`src/rtl/muldiv_hilo_ctrl.sv`:
```
// HI/LO multiply/divide controller.
// Sequences MULT/MULTU (radix-2 shift-add) and DIV/DIVU (restoring divide),
// one bit per cycle, plus the single-cycle MTHI/MTLO and divide-by-zero
// paths. The finished result is presented with a one-cycle write strobe.
module muldiv_hilo_ctrl #(
  parameter int XLEN = 32
) (
  input  logic            clk,
  input  logic            rst,
  input  logic            start,
  input  logic [2:0]      op,
  input  logic [XLEN-1:0] opdata1,
  input  logic [XLEN-1:0] opdata2,
  input  logic            annul,
  input  logic [XLEN-1:0] hi_cur,
  input  logic [XLEN-1:0] lo_cur,
  output logic            stall_o,
  output logic            hilo_we,
  output logic [XLEN-1:0] hi_o,
  output logic [XLEN-1:0] lo_o,
  output logic            busy
);

  localparam int CW = $clog2(XLEN) + 1;

  typedef enum logic [1:0] {S_IDLE, S_MUL, S_DIV, S_DONE} state_t;

  state_t state, state_nx;

  logic [CW-1:0]     cnt;
  logic [2*XLEN-1:0] prod, mcand;
  logic [XLEN-1:0]   mplier;
  logic [XLEN-1:0]   rem, quo, dvsr;
  logic              neg_res, neg_rem;

  // Operation decode, only meaningful while IDLE
  logic is_mul, is_div, is_signed, div_zero, accept_long, accept_short;
  logic [XLEN-1:0] a_mag, b_mag;

  assign is_mul    = (op == 3'b001) || (op == 3'b010);
  assign is_div    = (op == 3'b011) || (op == 3'b100);
  assign is_signed = (op == 3'b001) || (op == 3'b011);
  assign div_zero  = (opdata2 == '0);

  assign accept_long  = (state == S_IDLE) && start && !annul &&
                        (is_mul || (is_div && !div_zero));
  assign accept_short = (state == S_IDLE) && start && !annul &&
                        ((is_div && div_zero) || (op == 3'b101) || (op == 3'b110));

  // Signed operations iterate on magnitudes; the signs are restored at the end
  assign a_mag = (is_signed && opdata1[XLEN-1]) ? -opdata1 : opdata1;
  assign b_mag = (is_signed && opdata2[XLEN-1]) ? -opdata2 : opdata2;

  // One iteration of each datapath, plus the sign-corrected final values
  logic [2*XLEN-1:0] prod_step, prod_fix;
  logic [XLEN:0]     div_sh, div_diff;
  logic [XLEN-1:0]   rem_step, quo_step, rem_fix, quo_fix;
  logic              last;

  assign prod_step = prod + (mplier[0] ? mcand : '0);
  assign div_sh    = {rem, quo[XLEN-1]};
  assign div_diff  = div_sh - {1'b0, dvsr};
  assign rem_step  = div_diff[XLEN] ? div_sh[XLEN-1:0] : div_diff[XLEN-1:0];
  assign quo_step  = {quo[XLEN-2:0], ~div_diff[XLEN]};
  assign prod_fix  = neg_res ? -prod_step : prod_step;
  assign quo_fix   = neg_res ? -quo_step : quo_step;
  assign rem_fix   = neg_rem ? -rem_step : rem_step;
  assign last      = (cnt == CW'(XLEN - 1));

  assign hilo_we = (state == S_DONE);
  assign busy    = (state != S_IDLE);

  // State register
  always_ff @(posedge clk) begin
    if (rst) state <= S_IDLE;
    else     state <= state_nx;
  end

  // Next-state and combinational stall request
  always_comb begin
    state_nx = state;
    stall_o  = 1'b0;
    case (state)
      S_IDLE: begin
        if (accept_long) begin
          stall_o  = 1'b1;
          state_nx = is_mul ? S_MUL : S_DIV;
        end else if (accept_short) begin
          state_nx = S_DONE;
        end
      end
      S_MUL, S_DIV: begin
        stall_o = 1'b1;
        if (annul)     state_nx = S_IDLE;
        else if (last) state_nx = S_DONE;
      end
      S_DONE:  state_nx = S_IDLE;
      default: state_nx = S_IDLE;
    endcase
    if (rst) stall_o = 1'b0;
  end

  // Operand latching, iteration datapath and result registers
  always_ff @(posedge clk) begin
    if (rst) begin
      cnt     <= '0;
      prod    <= '0;
      mcand   <= '0;
      mplier  <= '0;
      rem     <= '0;
      quo     <= '0;
      dvsr    <= '0;
      neg_res <= 1'b0;
      neg_rem <= 1'b0;
      hi_o    <= '0;
      lo_o    <= '0;
    end else begin
      case (state)
        S_IDLE: begin
          cnt <= '0;
          if (accept_long) begin
            prod    <= '0;
            mcand   <= {{XLEN{1'b0}}, a_mag};
            mplier  <= b_mag;
            rem     <= '0;
            quo     <= a_mag;
            dvsr    <= b_mag;
            neg_res <= is_signed && (opdata1[XLEN-1] ^ opdata2[XLEN-1]);
            neg_rem <= is_signed && opdata1[XLEN-1];
          end else if (accept_short) begin
            if (is_div) begin
              hi_o <= opdata1;
              lo_o <= '1;
            end else if (op == 3'b101) begin
              hi_o <= opdata1;
              lo_o <= lo_cur;
            end else begin
              hi_o <= hi_cur;
              lo_o <= opdata1;
            end
          end
        end
        S_MUL: begin
          prod   <= prod_step;
          mcand  <= mcand << 1;
          mplier <= mplier >> 1;
          cnt    <= cnt + 1'b1;
          if (last && !annul) begin
            hi_o <= prod_fix[2*XLEN-1:XLEN];
            lo_o <= prod_fix[XLEN-1:0];
          end
        end
        S_DIV: begin
          rem <= rem_step;
          quo <= quo_step;
          cnt <= cnt + 1'b1;
          if (last && !annul) begin
            hi_o <= rem_fix;
            lo_o <= quo_fix;
          end
        end
        default: cnt <= '0;
      endcase
    end
  end

endmodule

```
`config.mk`:
```
export PLATFORM = sky130hd
export DESIGN_NAME = muldiv_hilo_ctrl
export DESIGN_NICKNAME = d
export VERILOG_FILES = /design/src/rtl/muldiv_hilo_ctrl.sv
export SDC_FILE = /design/constraint.sdc
export NUM_CORES = 1
export LEC_CHECK = 0
export CORE_AREA = 10 10 222 224
export CTS_CLUSTER_SIZE = 30
export DETAILED_ROUTE_END_ITERATION = 16
export DIE_AREA = 0 0 232 234
export DONT_BUFFER_PORTS = 1
export GPL_TIMING_DRIVEN = 1
export MAX_ROUTING_LAYER = met4
export PLACE_DENSITY = 0.75
export RECOVER_POWER = 25
export SLEW_MARGIN = 20
export SYNTH_ARGS = -nofsm -noshare
export SYNTH_HDL_FRONTEND = slang
export SYNTH_SLANG_ARGS = --single-unit
```
`constraint.sdc`:
```
create_clock -name clk -period 9.37 [get_ports clk]
set_clock_uncertainty 0.2 [all_clocks]
set_input_delay 1.874 -clock clk [delete_from_list [all_inputs] [get_ports clk]]
set_output_delay 1.874 -clock clk [all_outputs]
set_load 0.05 [all_outputs]
```
==> results.json <==
{
  "status": "finished, violations left",
  "violations": "capacitance limit, slew limit",
  "cp-end-kind": "output pin",
  "most-common-layout-cells": "nand2_1, a21oi_1, nor2_1",
  "cp.required_ns": 7.30,
  "cts_max_path_buffers": 3,
  "vias": 28491,
  "wirelength_um": 102900,
  "min_path_cells": 2,
  "viasPerCell": 6.885,
  "rsz0062_at_grt": "false",
  "synth_area_leaders": "dfxtp_1, a21oi_1, nand2_1",
  "worstMarginPinSlew_ns": 2.993,
  "areaGrowthSynthToFinish_pct": 5.363,
  "dieArea_um2": 54290,
  "drt-wirelength-per-cell_um": 24.86,
  "first_pass_iters": 8,
  "tns_ns": 0,
  "fill_cells": 4128,
  "fin_nets": 3745,
  "startpoint_type": "primary input",
  "synth-edff-count": 0,
  "path_class": "primary input to output pin",
  "synth_nets": 3933,
  "post-cts-setup-buffers": 0,
  "cp_data_arrival_time_ns": 5.96,
  "first_global_vias": 25961,
  "grt_max_degree": 313,
  "hold_viol": 0,
  "synth_cells": 3690,
  "first_iter_violations": 3589,
  "clock.fmax_ghz": 0.1245,
  "clock-sinks": 330,
  "syn-cell-area_um2": 26500,
  "drc": 0,
  "grtUsageTotal_pct": 37.24,
  "synthDistinctLibCells": 103,
  "ctsResizeCount": 0,
  "ir_worst_vdd_mv": 0.2337,
  "drv_slew": 68,
  "die_h_um": 234,
  "finalCoreUtilization_pct": 62.20,
  "crit_fanout": 9,
  "ys_ff_latch": 330,
  "min_path_type": "register to register",
  "power_mw": 7.509,
  "synth-main-ff-cell": "dfxtp_1",
  "synth.top_cell.area_share_pct": 24.93,
  "final.min_clock_period_ns": 8.033,
  "hold_path_end": "prod[38]",
  "slew_headroom_pct": -99.50,
  "numPortBuffers": 0,
  "io-pin-count": 202,
  "clk_pin_slew_ns": 0.06,
  "cts_tree": "yes",
  "dpl.hpwl_um": 76810,
  "finalSetupViolations": 0,
  "reg2reg_depth": 22,
  "placed_cell_area_um2": 26550,
  "rr_startpoint": "quo[31]",
  "period_share_pct": 85.73,
  "fp-row-count": 78,
  "grt_overflow": 0,
  "ys_async_sr_fraction_pct": 0,
  "root_buffer": "clkbuf_16",
  "avgSynthCellArea_um2": 7.182,
  "grt_pass1_wl_um": 155200,
  "ys_seq_area_share_pct": 24.93,
  "drive_above_1_share_pct": 5.493,
  "cts_max_level": 2,
  "mostFrequentLayoutCell": "nand2_1",
  "clock_latency_ns": 0.60,
  "cap_violations": 1,
  "holdCritStartpoint": "prod[38]",
  "drt.antenna.violating_nets": 0,
  "synth_top_area_cell": "dfxtp_1",
  "antenna_found_initial": 5,
  "r2r-end": "hi_o[18]",
  "gp_congestion": 1.041,
  "fp.dieW_um": 232,
  "numCtsBuffers": 39,
  "core_um2": 44890,
  "regToRegSetupSlack_ns": 2.69,
  "synth_warnings": 0,
  "start_util_pct": 59.03,
  "p_leak_nw": 10.42,
  "p_per_area_nw_per_um2": 268.9,
  "final_area_um2": 27920,
  "ctsHoldBuffers": 0
}
-- flip-flops by register name, indices dropped and copies added, names as in the netlist --
| name | flops |
|---|---|
| mcand | 64 |
| state | 2 |
| neg_res | 1 |
| dvsr | 32 |
| cnt | 6 |
| neg_rem | 1 |
| rem | 32 |
| hi_o | 32 |
| quo | 32 |
| mplier | 32 |
| prod | 64 |
| lo_o | 32 |
-- synthesized netlist by cell type (all sizes together) (9+ instances only) --
cell / count
ha: 106
o22ai: 21
mux2: 9
o21bai: 13
a2111oi: 52
xnor2: 133
and3: 32
nand3: 159
a311oi: 19
a21oi: 399
clkbuf: 211
and4: 10
and2: 91
nor4: 37
o2111ai: 12
o21a: 21
a211oi: 74
o211ai: 24
nor3b: 9
or4: 15
dfxtp: 330
or3: 35
a211o: 14
nand2b: 23
inv: 91
o41ai: 25
nand3b: 9
a221o: 11
a31oi: 29
nand2: 515
nor2: 342
a21o: 51
o31ai: 43
o21ai: 185
o221ai: 9
a221oi: 39
a311o: 13
nand4: 37
mux2i: 41
nor3: 157
xor2: 77
buf: 50
-- worst max-delay path, stage by stage --
cell	delay, ns
inv_1	0.05
ha_1	0.17
or3b_2	0.46
nor3_1	0.40
nand3_1	0.24
nor4_1	0.76
nand2_1	0.33
nand4_1	0.26
nor2b_1	0.91
a211oi_2	0.47
-- per-layer routing --
| metal | GRT usage (%) | part of all wire [%] | wire [um] |
|---|---|---|---|
| met1 | 44.89 | 39 | 39960 |
| met2 | 56.84 | 44 | 45400 |
| met3 | 7.880 | 10 | 10590 |
| met4 | 21.91 | 6.7 | 6912 |
| met5 | - | 0 | 0 |
-- where the power goes --
group / switching, mW / total (mW) / internal, mW
Sequential: 0.673 / 2.34 / 1.67
Clock: 0.691 / 1.59 / 0.894
Combinational: 2.48 / 3.58 / 1.10
-- through the flow --
stage                     hold WS, ns  std cells  worst slack, ns
after global placement         0.2283       4060            1.900
after CTS                      0.2565       4131            1.787
after detailed placement       0.2463       4060            1.820
after floorplan                0.2175       3690            2.914
final                          0.2548       4138            1.337
after global routing           0.2757       4137            1.093
-- worst max-delay path by stage --
stage               start      end  slack, ns  depth (start not counted)
2_1_floorplan       op[0]  stall_o       2.91                          9
5_1_grt        opdata2[0]  stall_o       1.09                         10
6_report       opdata2[0]  stall_o       1.34                         10
3_5_place_dp   opdata2[0]  stall_o       1.82                         10
3_3_place_gp   opdata2[0]  stall_o       1.90                         10
4_1_cts        opdata2[0]  stall_o       1.79                         10
-- cells by family (layout without fill, tap and decap cells) --
group / Yosys count / count (layout) / synth area share [%]
AND/OR/NAND/NOR: 1501 / 1501 / 27.09
XOR/XNOR: 210 / 210 / 6.969
multiplexers: 50 / 50 / 1.931
flip-flops: 330 / 330 / 24.93
adder cells (fa/ha/maj): 108 / 108 / 5.156
buffers and inverters: 354 / 196 / 5.274
other: 0 / 6 / 0
AO/OA/AOI/OAI: 1137 / 1137 / 28.65
-- cell type report --
class                           instances  area, um2  area share, %
Multi-Input combinational cell       3006      18610          66.66
Tap cell                              600      750.7          2.689
Inverter                               93      349.1          1.250
Antenna cell                            6      15.01        0.05377
Clock buffer                           54       1142          4.091
Timing Repair Buffer                   32      256.5         0.9186
Sequential cell                       330       6608          23.66
Clock inverter                         17      187.7         0.6721
Note: power is estimated with default switching activity, not from simulation.
